`config.mk`:
```
export PLATFORM = sky130hd
export DESIGN_NAME = node_row_assign
export DESIGN_NICKNAME = d
export VERILOG_FILES = /design/src/rtl/build_pkg.sv /design/src/rtl/ram_read_delay.sv /design/src/rtl/node_row_assign.sv
export SDC_FILE = /design/constraint.sdc
export NUM_CORES = 1
export LEC_CHECK = 0
export ABC_AREA = 1
export CAP_MARGIN = 25
export CELL_PAD_IN_SITES_DETAIL_PLACEMENT = 0
export CELL_PAD_IN_SITES_GLOBAL_PLACEMENT = 1
export CORE_ASPECT_RATIO = 0.6
export CORE_UTILIZATION = 48
export DETAILED_ROUTE_END_ITERATION = 6
export DONT_BUFFER_PORTS = 1
export GPL_ROUTABILITY_DRIVEN = 1
export PLACE_DENSITY = 0.87
export SLEW_MARGIN = 20
export SYNTH_ARGS = -nofsm -noshare
export SYNTH_HDL_FRONTEND = slang
export SYNTH_HIERARCHICAL = 1
export SYNTH_SLANG_ARGS = --single-unit
```
`constraint.sdc`:
```
create_clock -name clk -period 2.4 [get_ports clk]
set_input_delay 0.36 -clock clk [delete_from_list [all_inputs] [get_ports clk]]
set_output_delay 0.36 -clock clk [all_outputs]
set_load 0.05 [all_outputs]
```
`src/rtl/build_pkg.sv`:
```
// rtl/build_pkg.sv - Shared nodeHeads/nodeToElement field layout, RAM read latency and row-assign states.
package build_pkg;

    localparam int READ_LAT = 2;

    // nodeHeads word layout
    localparam int NH_BUILT    = 63;
    localparam int NH_PEND     = 62;
    localparam int NH_DEG_HI   = 56;
    localparam int NH_DEG_LO   = 52;
    localparam int NH_LAST_HI  = 51;
    localparam int NH_LAST_LO  = 47;
    localparam int NH_FIRST_HI = 46;
    localparam int NH_FIRST_LO = 42;
    localparam int NH_ROW_HI   = 41;
    localparam int NH_ROW_LO   = 37;

    // nodeToElement word layout
    localparam int NE_END     = 63;
    localparam int NE_NEXT_HI = 62;
    localparam int NE_NEXT_LO = 58;

    typedef enum logic [2:0] {
        IDLE,
        HEAD_RD,
        HEAD_WAIT,
        WALK_RD,
        WALK_WAIT,
        WRITE,
        NEXT,
        DONE
    } state_t;

    // Row and degree land in the head word; the pending bit is cleared once a row is assigned.
    function automatic logic [63:0] head_update(
        input logic [63:0] head,
        input logic [4:0]  row,
        input logic [4:0]  deg,
        input logic        set_deg
    );
        logic [63:0] w;
        w = head;
        w[NH_ROW_HI:NH_ROW_LO] = row;
        if (set_deg) begin
            w[NH_DEG_HI:NH_DEG_LO] = deg;
        end
        w[NH_PEND] = 1'b0;
        return w;
    endfunction

endpackage

```
`src/rtl/ram_read_delay.sv`:
```
// rtl/ram_read_delay.sv - Counts READ_LAT cycles after a read is issued and pulses ready when data is valid.
module ram_read_delay
    import build_pkg::*;
(
    input  logic clk,
    input  logic resetn,
    input  logic start,
    output logic ready
);

    localparam int CW = $clog2(READ_LAT + 1);

    logic [CW-1:0] cnt_q;
    logic [CW-1:0] cnt_d;

    always_comb begin
        cnt_d = cnt_q;
        if (start) begin
            cnt_d = CW'(READ_LAT);
        end else if (cnt_q != '0) begin
            cnt_d = cnt_q - 1'b1;
        end
    end

    always_ff @(posedge clk or negedge resetn) begin
        if (!resetn) begin
            cnt_q <= '0;
        end else begin
            cnt_q <= cnt_d;
        end
    end

    // Start is issued in the cycle the address is first driven, so ready lands READ_LAT cycles later.
    assign ready = (cnt_q == CW'(1));

endmodule

```
`src/rtl/node_row_assign.sv`:
```
// rtl/node_row_assign.sv - Assigns matrix rows to built non-ground nodes; NODE_ROW_DEGREE_EN adds element-list degree counting.
module node_row_assign
    import build_pkg::*;
#(
    parameter int ADDR_W = 5
) (
    input  logic              clk,
    input  logic              resetn,
    input  logic              go,
    output logic              done,
    output logic              err,
    output logic [4:0]        numRows,
    output logic [ADDR_W-1:0] nodeHeads_addr,
    output logic [63:0]       nodeHeads_data,
    output logic              nodeHeads_wren,
    input  logic [63:0]       nodeHeads_out,
    output logic [ADDR_W-1:0] nodeToElement_addr,
    output logic              nodeToElement_wren,
    input  logic [63:0]       nodeToElement_out
);

    state_t            state_q, state_d;
    logic [ADDR_W-1:0] scan_q, scan_d;
    logic [4:0]        row_q, row_d;
    logic [63:0]       head_q, head_d;
    logic              done_q, done_d;
    logic              err_q, err_d;
    logic [4:0]        num_rows_q, num_rows_d;
    logic [ADDR_W-1:0] nh_addr_q, nh_addr_d;
    logic [63:0]       nh_data_q, nh_data_d;
    logic              nh_wren_q, nh_wren_d;
    logic              rd_start;
    logic              rd_ready;

`ifdef NODE_ROW_DEGREE_EN
    localparam logic [ADDR_W:0] HOP_LIMIT = (ADDR_W+1)'(2 ** ADDR_W);
    localparam logic [ADDR_W:0] DEG_MAX   = (ADDR_W+1)'(31);

    logic [ADDR_W-1:0] ne_addr_q, ne_addr_d;
    logic [ADDR_W:0]   elem_q, elem_d;
    logic [ADDR_W:0]   elem_n;

    function automatic logic [4:0] sat_deg(input logic [ADDR_W:0] n);
        return (n >= DEG_MAX) ? 5'd31 : n[4:0];
    endfunction
`else
    logic unused_ne_out;
    assign unused_ne_out = ^nodeToElement_out;
`endif

    assign rd_start = (state_q == HEAD_RD) || (state_q == WALK_RD);

    ram_read_delay u_rd_delay (
        .clk    (clk),
        .resetn (resetn),
        .start  (rd_start),
        .ready  (rd_ready)
    );

    always_comb begin
        state_d    = state_q;
        scan_d     = scan_q;
        row_d      = row_q;
        head_d     = head_q;
        done_d     = done_q;
        err_d      = err_q;
        num_rows_d = num_rows_q;
        nh_addr_d  = nh_addr_q;
        nh_data_d  = nh_data_q;
        nh_wren_d  = 1'b0;
`ifdef NODE_ROW_DEGREE_EN
        ne_addr_d  = ne_addr_q;
        elem_d     = elem_q;
        elem_n     = elem_q + 1'b1;
`endif
        case (state_q)
            IDLE: begin
                if (go) begin
                    state_d   = HEAD_RD;
                    scan_d    = '0;
                    nh_addr_d = '0;
                    row_d     = '0;
                    err_d     = 1'b0;
                    done_d    = 1'b0;
                end
            end
            HEAD_RD: state_d = HEAD_WAIT;
            HEAD_WAIT: begin
                if (rd_ready) begin
                    head_d = nodeHeads_out;
                    // Unbuilt nodes and the ground node (address 0) never receive a row.
                    if (!nodeHeads_out[NH_BUILT] || (scan_q == '0)) begin
                        state_d = NEXT;
                    end else begin
`ifdef NODE_ROW_DEGREE_EN
                        elem_d    = '0;
                        ne_addr_d = nodeHeads_out[NH_FIRST_HI:NH_FIRST_LO];
                        state_d   = WALK_RD;
`else
                        nh_data_d = head_update(nodeHeads_out, row_q, 5'd0, 1'b0);
                        nh_wren_d = 1'b1;
                        state_d   = WRITE;
`endif
                    end
                end
            end
`ifdef NODE_ROW_DEGREE_EN
            WALK_RD: state_d = WALK_WAIT;
            WALK_WAIT: begin
                if (rd_ready) begin
                    elem_d = elem_n;
                    if (nodeToElement_out[NE_END]) begin
                        nh_data_d = head_update(head_q, row_q, sat_deg(elem_n), 1'b1);
                        nh_wren_d = 1'b1;
                        state_d   = WRITE;
                    end else if (elem_n == HOP_LIMIT) begin
                        // Visited every entry without an end flag: the list must loop.
                        err_d     = 1'b1;
                        nh_data_d = head_update(head_q, row_q, 5'd31, 1'b1);
                        nh_wren_d = 1'b1;
                        state_d   = WRITE;
                    end else begin
                        ne_addr_d = nodeToElement_out[NE_NEXT_HI:NE_NEXT_LO];
                        state_d   = WALK_RD;
                    end
                end
            end
`else
            WALK_RD, WALK_WAIT: state_d = NEXT;
`endif
            WRITE: begin
                row_d   = (row_q == 5'd31) ? row_q : row_q + 5'd1;
                state_d = NEXT;
            end
            NEXT: begin
                scan_d    = scan_q + 1'b1;
                nh_addr_d = scan_q + 1'b1;
                if (&scan_q) begin
                    state_d    = DONE;
                    done_d     = 1'b1;
                    num_rows_d = row_q;
                end else begin
                    state_d = HEAD_RD;
                end
            end
            DONE: begin
                if (!go) begin
                    state_d = IDLE;
                    done_d  = 1'b0;
                end
            end
            default: state_d = IDLE;
        endcase
    end

    always_ff @(posedge clk or negedge resetn) begin
        if (!resetn) begin
            state_q    <= IDLE;
            scan_q     <= '0;
            row_q      <= '0;
            head_q     <= '0;
            done_q     <= 1'b0;
            err_q      <= 1'b0;
            num_rows_q <= '0;
            nh_addr_q  <= '0;
            nh_data_q  <= '0;
            nh_wren_q  <= 1'b0;
`ifdef NODE_ROW_DEGREE_EN
            ne_addr_q  <= '0;
            elem_q     <= '0;
`endif
        end else begin
            state_q    <= state_d;
            scan_q     <= scan_d;
            row_q      <= row_d;
            head_q     <= head_d;
            done_q     <= done_d;
            err_q      <= err_d;
            num_rows_q <= num_rows_d;
            nh_addr_q  <= nh_addr_d;
            nh_data_q  <= nh_data_d;
            nh_wren_q  <= nh_wren_d;
`ifdef NODE_ROW_DEGREE_EN
            ne_addr_q  <= ne_addr_d;
            elem_q     <= elem_d;
`endif
        end
    end

    assign done               = done_q;
    assign err                = err_q;
    assign numRows            = num_rows_q;
    assign nodeHeads_addr     = nh_addr_q;
    assign nodeHeads_data     = nh_data_q;
    assign nodeHeads_wren     = nh_wren_q;
    assign nodeToElement_wren = 1'b0;
`ifdef NODE_ROW_DEGREE_EN
    assign nodeToElement_addr = ne_addr_q;
`else
    assign nodeToElement_addr = '0;
`endif

endmodule

```
==> impl_metrics.json, run 1 <==
{
  "status": "complete, no violations",
  "cts.clk_slew.worst_paths_ps": 60,
  "drive_gt1_share_pct": 8.76,
  "die_area_um2": 8620,
  "fin_nets": 578,
  "io_buffers": 0,
  "die_w_um": 119,
  "syn_inst": 447,
  "core_um2": 7950,
  "crit_type": "reg -> reg",
  "finalPower_mw": 3.15,
  "p_seq_share_pct": 45.8,
  "max_cap_violations": 0,
  "synth_ff_type": "dfrtp_1",
  "grtUsageTotal_pct": 21.2,
  "critPathBufInv": 3,
  "ff2ff_path_depth": 8,
  "rows": 25,
  "cpLargestDelayFamily": "buffers and inverters",
  "startpoint": "nodeHeads_addr[0]",
  "place_hpwl_um": 5750,
  "antenna_found_initial": 0,
  "worst-endpoint-arrival_ps": 2140,
  "synth_common_cells": "nand2_1 (172), dfrtp_1 (85), nand4_1 (65)",
  "synth_area_leaders": "dfrtp_1 (54%), nand2_1 (16%), nand4_1 (10%), buf_6 (4.0%), inv_1 (2.4%)",
  "swShare_pct": 20.6,
  "layout_setup_ws_ps": 536,
  "yosys_warnings": 6,
  "grt-ovfl-total": 0,
  "start_kind": "flip-flop",
  "synth_largest_area_cell": "dfrtp_1",
  "drt-total-wl_um": 8930,
  "syn_area_per_cell_um2": 8.85,
  "n_antenna_cell": 0,
  "setup_violations": 0,
  "synth.most_common_cell": "nand2_1",
  "slew_violations": 0,
  "fin_crit_ps": 1860,
  "power_density_nw_per_um2": 731,
  "fmax_mhz": 536,
  "async_flop_share_pct": 100,
  "critPathMaxStageDelay_ps": 540,
  "seqCellArea_um2": 2130,
  "cts_made_buffers": 9,
  "drt_iter0_drc": 191,
  "drtAntennaViolNets": 0,
  "dr.pass1.iters": 4,
  "first_global_vias": 2827,
  "crit_cells": 8,
  "p_leak_nw": 2.34,
  "intPower_mw": 2.50,
  "post_cts_resized": 0,
  "r2r_start": "nodeHeads_addr[0]",
  "viasPerCell": 5.41,
  "crit_end": "nodeHeads_data[32]",
  "clk_path_buf_depth": 2,
  "critPathCaptureType": "flip-flop",
  "cts_root_buf": "clkbuf_16",
  "worstPathRequired_ps": 2670,
  "max_slew_margin_pct": 54.1,
  "ioPinCount": 214,
  "fin_crit_sh_pct": 77.7,
  "wire_per_inst_um": 16.1,
  "switchingPower_mw": 0.649,
  "cts_tree": "yes",
  "skew_ps": 5.10,
  "fin_util_pct": 54.3,
  "initial_core_util_pct": 49.8,
  "area_delta_synth_final_pct": 8.92,
  "rsz0062_at_grt": "no",
  "die_h_um": 72.3,
  "reg2reg_to": "nodeHeads_data[32]",
  "htreeDepth": 3,
  "cp_max_fo": 62,
  "ir_drop_uv": 337,
  "rrSetupSlack_ps": 540,
  "cts_num_sinks": 85,
  "grt_pass1_wl_um": 14200,
  "synth_top_area_share_pct": 53.7,
  "final.setup.tns_ps": 0,
  "fillers": 753,
  "synth-seq-cells": 85,
  "path_cells": "inv_1, ha_1, inv_1, nor2_1, a21boi_4, buf_4, nand4_1, nand2_1",
  "clockPowerShare_pct": 51.3,
  "yosysSeqAreaShare_pct": 53.7,
  "path_common_cell": "inv_1",
  "drc": 0,
  "worstMarginPinSlew_ps": 688,
  "min_path_type": "in -> reg",
  "power_frac_comb_pct": 2.9,
  "routabilityCongestion": 0.815,
  "worstHoldStart": "nodeHeads_out[51]",
  "syn_area_um2": 3960,
  "dpl_worst_slack_ps": 546,
  "synth_edf_count": 0,
  "vias": 2990,
  "slowest_stage": "buf_4",
  "grt_max_degree": 86,
  "insertion_delay_ps": 330,
  "multi_input_area_um2": 1470,
  "whs_ps": 176,
  "finalHoldViolCount": 0,
  "ys_types": 22
}
## kinds of logic after synthesis
kind of cell               Yosys count  synth area share (%)
and+or+nand+nor                    268                  31.2
DFF                                 85                  53.7
buffers and inverters               66                  10.1
AOI/OAI and AO/OA                   20                  2.69
adders and majority gates            7                  2.21
other                                1                0.0948
## what timing repair did
action,in CTS,in global routing
endpoints found under the hold margin,85,0
endpoints found under the setup margin,0,0
hold buffers,2,0
buffers inserted,0,0
## power by group through the flow
stage	clock network (mW)	logic, mW	registers, mW
after floorplan	0	0.0646	1.47
after global placement	0	0.0581	1.47
after detailed placement	0	0.0585	1.47
after CTS	1.65	0.0941	1.44
after global routing	1.69	0.103	1.44
final	1.62	0.0919	1.44
## sequential cells by signal (all words and copies together), names as in the netlist
register / flops
numRows: 5
nodeHeads_data: 63
state_q: 3
done: 1
u_rd_delay/cnt_q: 2
row_q: 5
nodeHeads_addr: 5
nodeHeads_wren: 1
## area by class of cell
class / count / area share (%)
multi-input cells: 303 / 34.1
flip-flops and latches: 85 / 49.3
repair buffers: 11 / 2.73
clock buffers: 11 / 5.63
well taps: 108 / 3.13
inverters: 30 / 2.61
clock inverters: 5 / 2.47
## worst min-delay path by stage
| stage | cells past startpoint | slack (ps) | to |
|---|---|---|---|
| 2_1_floorplan | 0 | 60 | done |
| 3_3_place_gp | 0 | 70 | nodeHeads_data[43] |
| 3_5_place_dp | 0 | 70 | nodeHeads_data[43] |
| 4_1_cts | 2 | 160 | nodeHeads_data[60] |
| 5_1_grt | 2 | 170 | nodeHeads_data[60] |
| 6_report | 2 | 180 | nodeHeads_data[51] |
## per-layer routing
metal / vias to the layer above / GRT usage (%) / wire length (um)
met4: 0 / 5.63 / 54
li1: 1441 / - / -
met3: 6 / 9.36 / 989
met5: - / 0 / 0
met1: 1420 / 28.5 / 3960
met2: 123 / 31.3 / 3920
## per-stage QoR
stage / std cells / instance area (um^2)
floorplan: 454 / 3980
global route: 553 / 4310
finish: 553 / 4310
CTS: 553 / 4310
global placement: 535 / 3920
detailed placement: 535 / 3920
## layout by cell type (no fill, tap or decap), types with 2 or more instances in the layout
master	instances
a21oi_1	2
buf_4	8
bufinv_16	3
clkbuf_16	9
conb_1	8
dfrtp_1	85
ha_1	6
inv_1	25
inv_2	5
nand2_1	172
nand2_2	2
nand3_1	14
nand3_4	2
nand4_1	65
nor2_1	9
nor2_2	2
o21ai_0	5
o21ai_1	12
Note: power is estimated with default switching activity, not from simulation.
==> run 2: changes to the inputs <==
Settings changed: CORE_UTILIZATION 48 to 44, PLACE_DENSITY 0.87 to 0.81.
Clock period 2.4 ns to 1.75 ns, I/O delays scaled along.
==> run 2 against run 1 <==
Effect of this change:
- the run now ends with negative hold slack left
- sequential share of layout area decreased by 0.57 points
- via count increased by 0.70%
- critical path depth unchanged
- combinational power decreased by 3.2%
- critical endpoint is now nodeHeads_data[46]
- largest cell class unchanged
==> impl_metrics.json, run 2 (same netlist as run 1, synthesis figures left out) <==
{
  "antenna_found_initial": 0,
  "cts_made_buffers": 9,
  "skew_ps": 6.07,
  "finalHoldViolCount": 85,
  "largest_reg_flops": 63,
  "initial_core_util_pct": 45.9,
  "power_density_nw_per_um2": 944,
  "die_area_um2": 9390,
  "core_um2": 8620,
  "worstPathRequired_ps": 2020,
  "crit_end": "nodeHeads_data[46]",
  "fin_crit_ps": 1630,
  "cp_max_fo": 25,
  "io_buffers": 0,
  "cts_num_sinks": 85,
  "ff2ff_path_depth": 8,
  "first_global_vias": 2723,
  "worstMarginPinSlew_ps": 518,
  "placedCellCount": 548,
  "layout_commonest_cell": "nand2_1",
  "cts_root_buf": "clkbuf_16",
  "cts.clk_slew.worst_paths_ps": 60,
  "routabilityCongestion": 0.832,
  "fillers": 806,
  "viasPerCell": 5.33,
  "grt_max_degree": 86,
  "intPower_mw": 3.28,
  "drive_gt1_share_pct": 11.3,
  "r2r_start": "nodeHeads_addr[0]",
  "drtAntennaViolNets": 0,
  "min_path_type": "in -> async",
  "drt-total-wl_um": 9030,
  "ioPinCount": 214,
  "area_delta_synth_final_pct": 10.3,
  "switchingPower_mw": 0.840,
  "fmax_mhz": 613,
  "place_hpwl_um": 6060,
  "wire_per_inst_um": 16.0,
  "drc": 0,
  "clockPowerShare_pct": 49.9,
  "grt-ovfl-total": 0,
  "worst-endpoint-arrival_ps": 1900,
  "p_seq_share_pct": 47.9,
  "cts_tree": "yes",
  "rsz0062_at_grt": "yes",
  "critPathCaptureType": "flip-flop",
  "ir_drop_uv": 503,
  "p_leak_nw": 2.37,
  "status": "finished with violations",
  "startpoint": "nodeHeads_addr[0]",
  "power_frac_comb_pct": 2.2,
  "htreeDepth": 3,
  "swShare_pct": 20.4,
  "die_h_um": 75.5,
  "whs_ps": -378,
  "dr.pass1.iters": 4,
  "clk_path_buf_depth": 2,
  "grt_pass1_wl_um": 13900,
  "setup_violations": 0,
  "fin_crit_sh_pct": 93.2,
  "insertion_delay_ps": 330,
  "violations": "negative hold slack",
  "max_slew_margin_pct": 65.5,
  "drt_iter0_drc": 139,
  "mostFrequentLayoutCells": "nand2_1 (172), dfrtp_1 (83), nand4_1 (65)",
  "fin_nets": 586,
  "crit_type": "reg -> reg",
  "die_w_um": 124,
  "instances_no_fill": 565,
  "rrSetupSlack_ps": 120,
  "fin_util_pct": 50.6,
  "reg2reg_to": "nodeHeads_data[46]",
  "slew_violations": 0,
  "grtUsageTotal_pct": 19.0,
  "start_kind": "flip-flop",
  "max_cap_violations": 0,
  "n_antenna_cell": 0,
  "vias": 3011,
  "rows": 26
}
==> run 2: changes by cell type in the layout (fill, tap and decap cells not counted), sizes merged <==
cell,delta
clkinvlp,+1
buf,+9
clkinv,+1
dlygate4sd3,-1
inv,-1
bufinv,-1
==> run 2: metrics by stage <==
step / setup TNS [ps] / total power, mW / area, um^2 / worst slack, ps
3_3_place_gp: 0 / 2.10 / 4020 / 50.0
5_1_grt: -2.39 / 4.26 / 4370 / -2.39
4_1_cts: 0 / 4.18 / 4350 / 49.8
6_report: 0 / 4.12 / 4370 / 119
2_1_floorplan: 0 / 2.10 / 3990 / 41.9
3_5_place_dp: 0 / 2.10 / 4020 / 53.4
==> run 2: routing by layer <==
| layer | vias up | wire length (um) | GRT usage (%) |
|---|---|---|---|
| met5 | - | 0 | 0 |
| met4 | 0 | 71 | 4.69 |
| met3 | 8 | 796 | 8.43 |
| met2 | 110 | 3940 | 28.0 |
| met1 | 1436 | 4230 | 25.8 |
| li1 | 1457 | - | - |
==> run 2: how the worst min path moves through the flow <==
stage / end / slack [ps] / depth (start not counted)
after floorplan: done / -30 / 0
after global placement: numRows[1] / -30 / 0
after detailed placement: numRows[1] / -30 / 0
after CTS: nodeHeads_data[42] / -390 / 0
after global routing: numRows[1] / -400 / 0
final: numRows[0] / -380 / 0
==> run 2: final cells by class <==
| type | instances | area [um^2] | share of cell area, % |
|---|---|---|---|
| Sequential cell | 85 | 2130 | 48.8 |
| Multi-Input combinational cell | 303 | 1480 | 33.8 |
| Clock buffer | 11 | 243 | 5.56 |
| Timing Repair Buffer | 19 | 180 | 4.13 |
| Tap cell | 112 | 140 | 3.21 |
| Inverter | 30 | 113 | 2.58 |
| Clock inverter | 5 | 83.8 | 1.92 |
==> run 2: power groups by stage <==
| stage | Clock (mW) | Combinational (mW) | Sequential (mW) |
|---|---|---|---|
| floorplan | 0 | 0.0886 | 2.01 |
| global placement | 0 | 0.0885 | 2.01 |
| detailed placement | 0 | 0.0893 | 2.01 |
| CTS | 2.12 | 0.0896 | 1.97 |
| global route | 2.19 | 0.0963 | 1.97 |
| finish | 2.06 | 0.0890 | 1.98 |
==> run 2: repair_timing <==
action / in CTS / in global routing
buffers inserted: 0 / 1
setup endpoints to repair: 0 / 58
gates resized for setup: 0 / 2
hold endpoints to repair: 85 / 85
==> run 2: worst max-delay path, stage by stage (launching register included) <==
cell and delay [ps]:
dfrtp_2 370, inv_1 70, ha_1 190, inv_1 80
nor2_2 60, a21boi_4 220, buf_4 310, nand4_1 170
nand2_1 100
==> run 3: changes to the inputs <==
==> constraint.sdc (replaced) <==
create_clock -name clk -period 1.75 [get_ports clk]
set_input_delay 0.2625 -clock clk [delete_from_list [all_inputs] [get_ports clk]]
set_output_delay 0.2625 -clock clk [all_outputs]
set_load 0.005 [all_outputs]
==> run 3 against run 2 <==
Effect of this change:
- combinational power fell by 31%
- design area rose by 3.0%
- cell count rose by 0.53%
- the run still ends with negative hold slack left
- die area did not move
- clock power fell by 8%
- first-iteration DRC count rose by 14%
- power fell by 4.8%
- critical path depth rose by 2
- wire length rose by 7.0%
- setup slack got worse by 57 ps
- clock skew fell by 0.68 ps
==> impl_metrics.json, run 3 (same netlist as run 1, synthesis figures left out) <==
{
  "status": "finished with violations",
  "violations": "negative hold slack",
  "cts_made_buffers": 9,
  "drt_iter0_drc": 159,
  "slew_violations": 0,
  "largest_reg_flops": 63,
  "initial_core_util_pct": 45.9,
  "clk_path_buf_depth": 2,
  "insertion_delay_ps": 330,
  "fin_util_pct": 52.2,
  "fin_crit_ps": 1690,
  "skew_ps": 5.39,
  "p_leak_nw": 2.43,
  "worstPathRequired_ps": 1970,
  "core_um2": 8620,
  "cts_tree": "yes",
  "routabilityCongestion": 0.805,
  "mostFrequentLayoutCells": "nand2_1 (172), dfrtp_1 (84), nand4_1 (65)",
  "finalHoldViolCount": 85,
  "die_h_um": 75.5,
  "layout_commonest_cell": "nand2_1",
  "viasPerCell": 5.40,
  "final.setup.tns_ps": 0,
  "grt_pass1_wl_um": 14000,
  "fin_nets": 589,
  "cts_num_sinks": 85,
  "cts_root_buf": "clkbuf_16",
  "cp_max_fo": 7,
  "dr.pass1.iters": 4,
  "ir_drop_uv": 469,
  "antenna_found_initial": 0,
  "min_path_type": "in -> async",
  "design_area_um2": 4500,
  "drive_gt1_share_pct": 12.1,
  "first_global_vias": 2695,
  "rows": 26,
  "die_area_um2": 9390,
  "fmax_mhz": 593,
  "worst-endpoint-arrival_ps": 1910,
  "place_area_um2": 3970,
  "max_cap_violations": 0,
  "power_density_nw_per_um2": 872,
  "drt-total-wl_um": 9670,
  "fin_crit_sh_pct": 96.4,
  "crit_type": "reg -> reg",
  "start_kind": "flip-flop",
  "placedCellCount": 541,
  "wire_per_inst_um": 17.0,
  "grt_max_degree": 86,
  "n_antenna_cell": 0,
  "drc": 0,
  "setup_violations": 0,
  "critPathCaptureType": "flip-flop",
  "ioPinCount": 214,
  "area_delta_synth_final_pct": 13.6,
  "cts.clk_slew.worst_paths_ps": 60,
  "r2r_start": "nodeHeads_addr[0]",
  "ff2ff_path_depth": 10,
  "place_hpwl_um": 6010,
  "reg2reg_to": "nodeHeads_data[39]",
  "whs_ps": -377,
  "grtUsageTotal_pct": 19.1,
  "io_buffers": 0,
  "vias": 3066,
  "drtAntennaViolNets": 0,
  "fillers": 809,
  "rrSetupSlack_ps": 60,
  "die_w_um": 124,
  "htreeDepth": 3,
  "instances_no_fill": 568,
  "grt-ovfl-total": 0
}
run 3: repair_timing:
item | CTS | global route
pin swaps | 0 | 2
gates cloned | 0 | 8
endpoints found under the setup margin | 2 | 64
hold endpoints to repair | 85 | 85
resized for setup | 1 | 12
setup buffers | 0 | 3
run 3: per-layer routing:
metal	track usage, %	wire (um)
met5	0	0
met4	6.69	109
met3	7.79	783
met2	28.6	4170
met1	25.4	4600
run 3: worst max path at each step:
stage / from / end / cells after the start
5_1_grt: nodeHeads_addr[0] / state_q[1] / 10
2_1_floorplan: nodeHeads_addr[0] / nodeHeads_data[18] / 10
3_3_place_gp: nodeHeads_addr[0] / nodeHeads_data[44] / 8
6_report: nodeHeads_addr[0] / nodeHeads_data[39] / 10
4_1_cts: nodeHeads_addr[0] / nodeHeads_data[44] / 8
3_5_place_dp: nodeHeads_addr[0] / nodeHeads_data[57] / 9
run 3: layout make-up:
class                      instances  area, um^2  share of cell area, %
clock buffer                      13         250                   5.56
clock inverter                     3        45.0                   1.00
inverter                          30         113                   2.50
multi-input combinational        303        1480                   32.9
sequential                        85        2130                   47.3
tap                              112         140                   3.12
timing repair buffer              22         339                   7.54
run 3: power breakdown:
part           internal (mW)  switching (mW)
registers               1.97         0.00563
logic                 0.0221          0.0397
clock network           1.15           0.739
total                   3.14           0.785
run 3: worst max-delay path: stages, from the launching register on:
cell	delay, ps
dfrtp_1	430
inv_2	60
ha_2	190
inv_2	60
nor2_2	50
a21boi_4	230
nand3_4	120
buf_12	160
clkbuf_16	160
nand2_1	60
nand2_1	50
run 3: stage by stage:
| stage | total power [mW] | worst slack (ps) |
|---|---|---|
| finish | 3.92 | 62.8 |
| global route | 4.04 | -15.9 |
| CTS | 3.96 | 7.99 |
| detailed placement | 2.07 | -17.8 |
| global placement | 2.07 | 41.3 |
| floorplan | 2.07 | 268 |
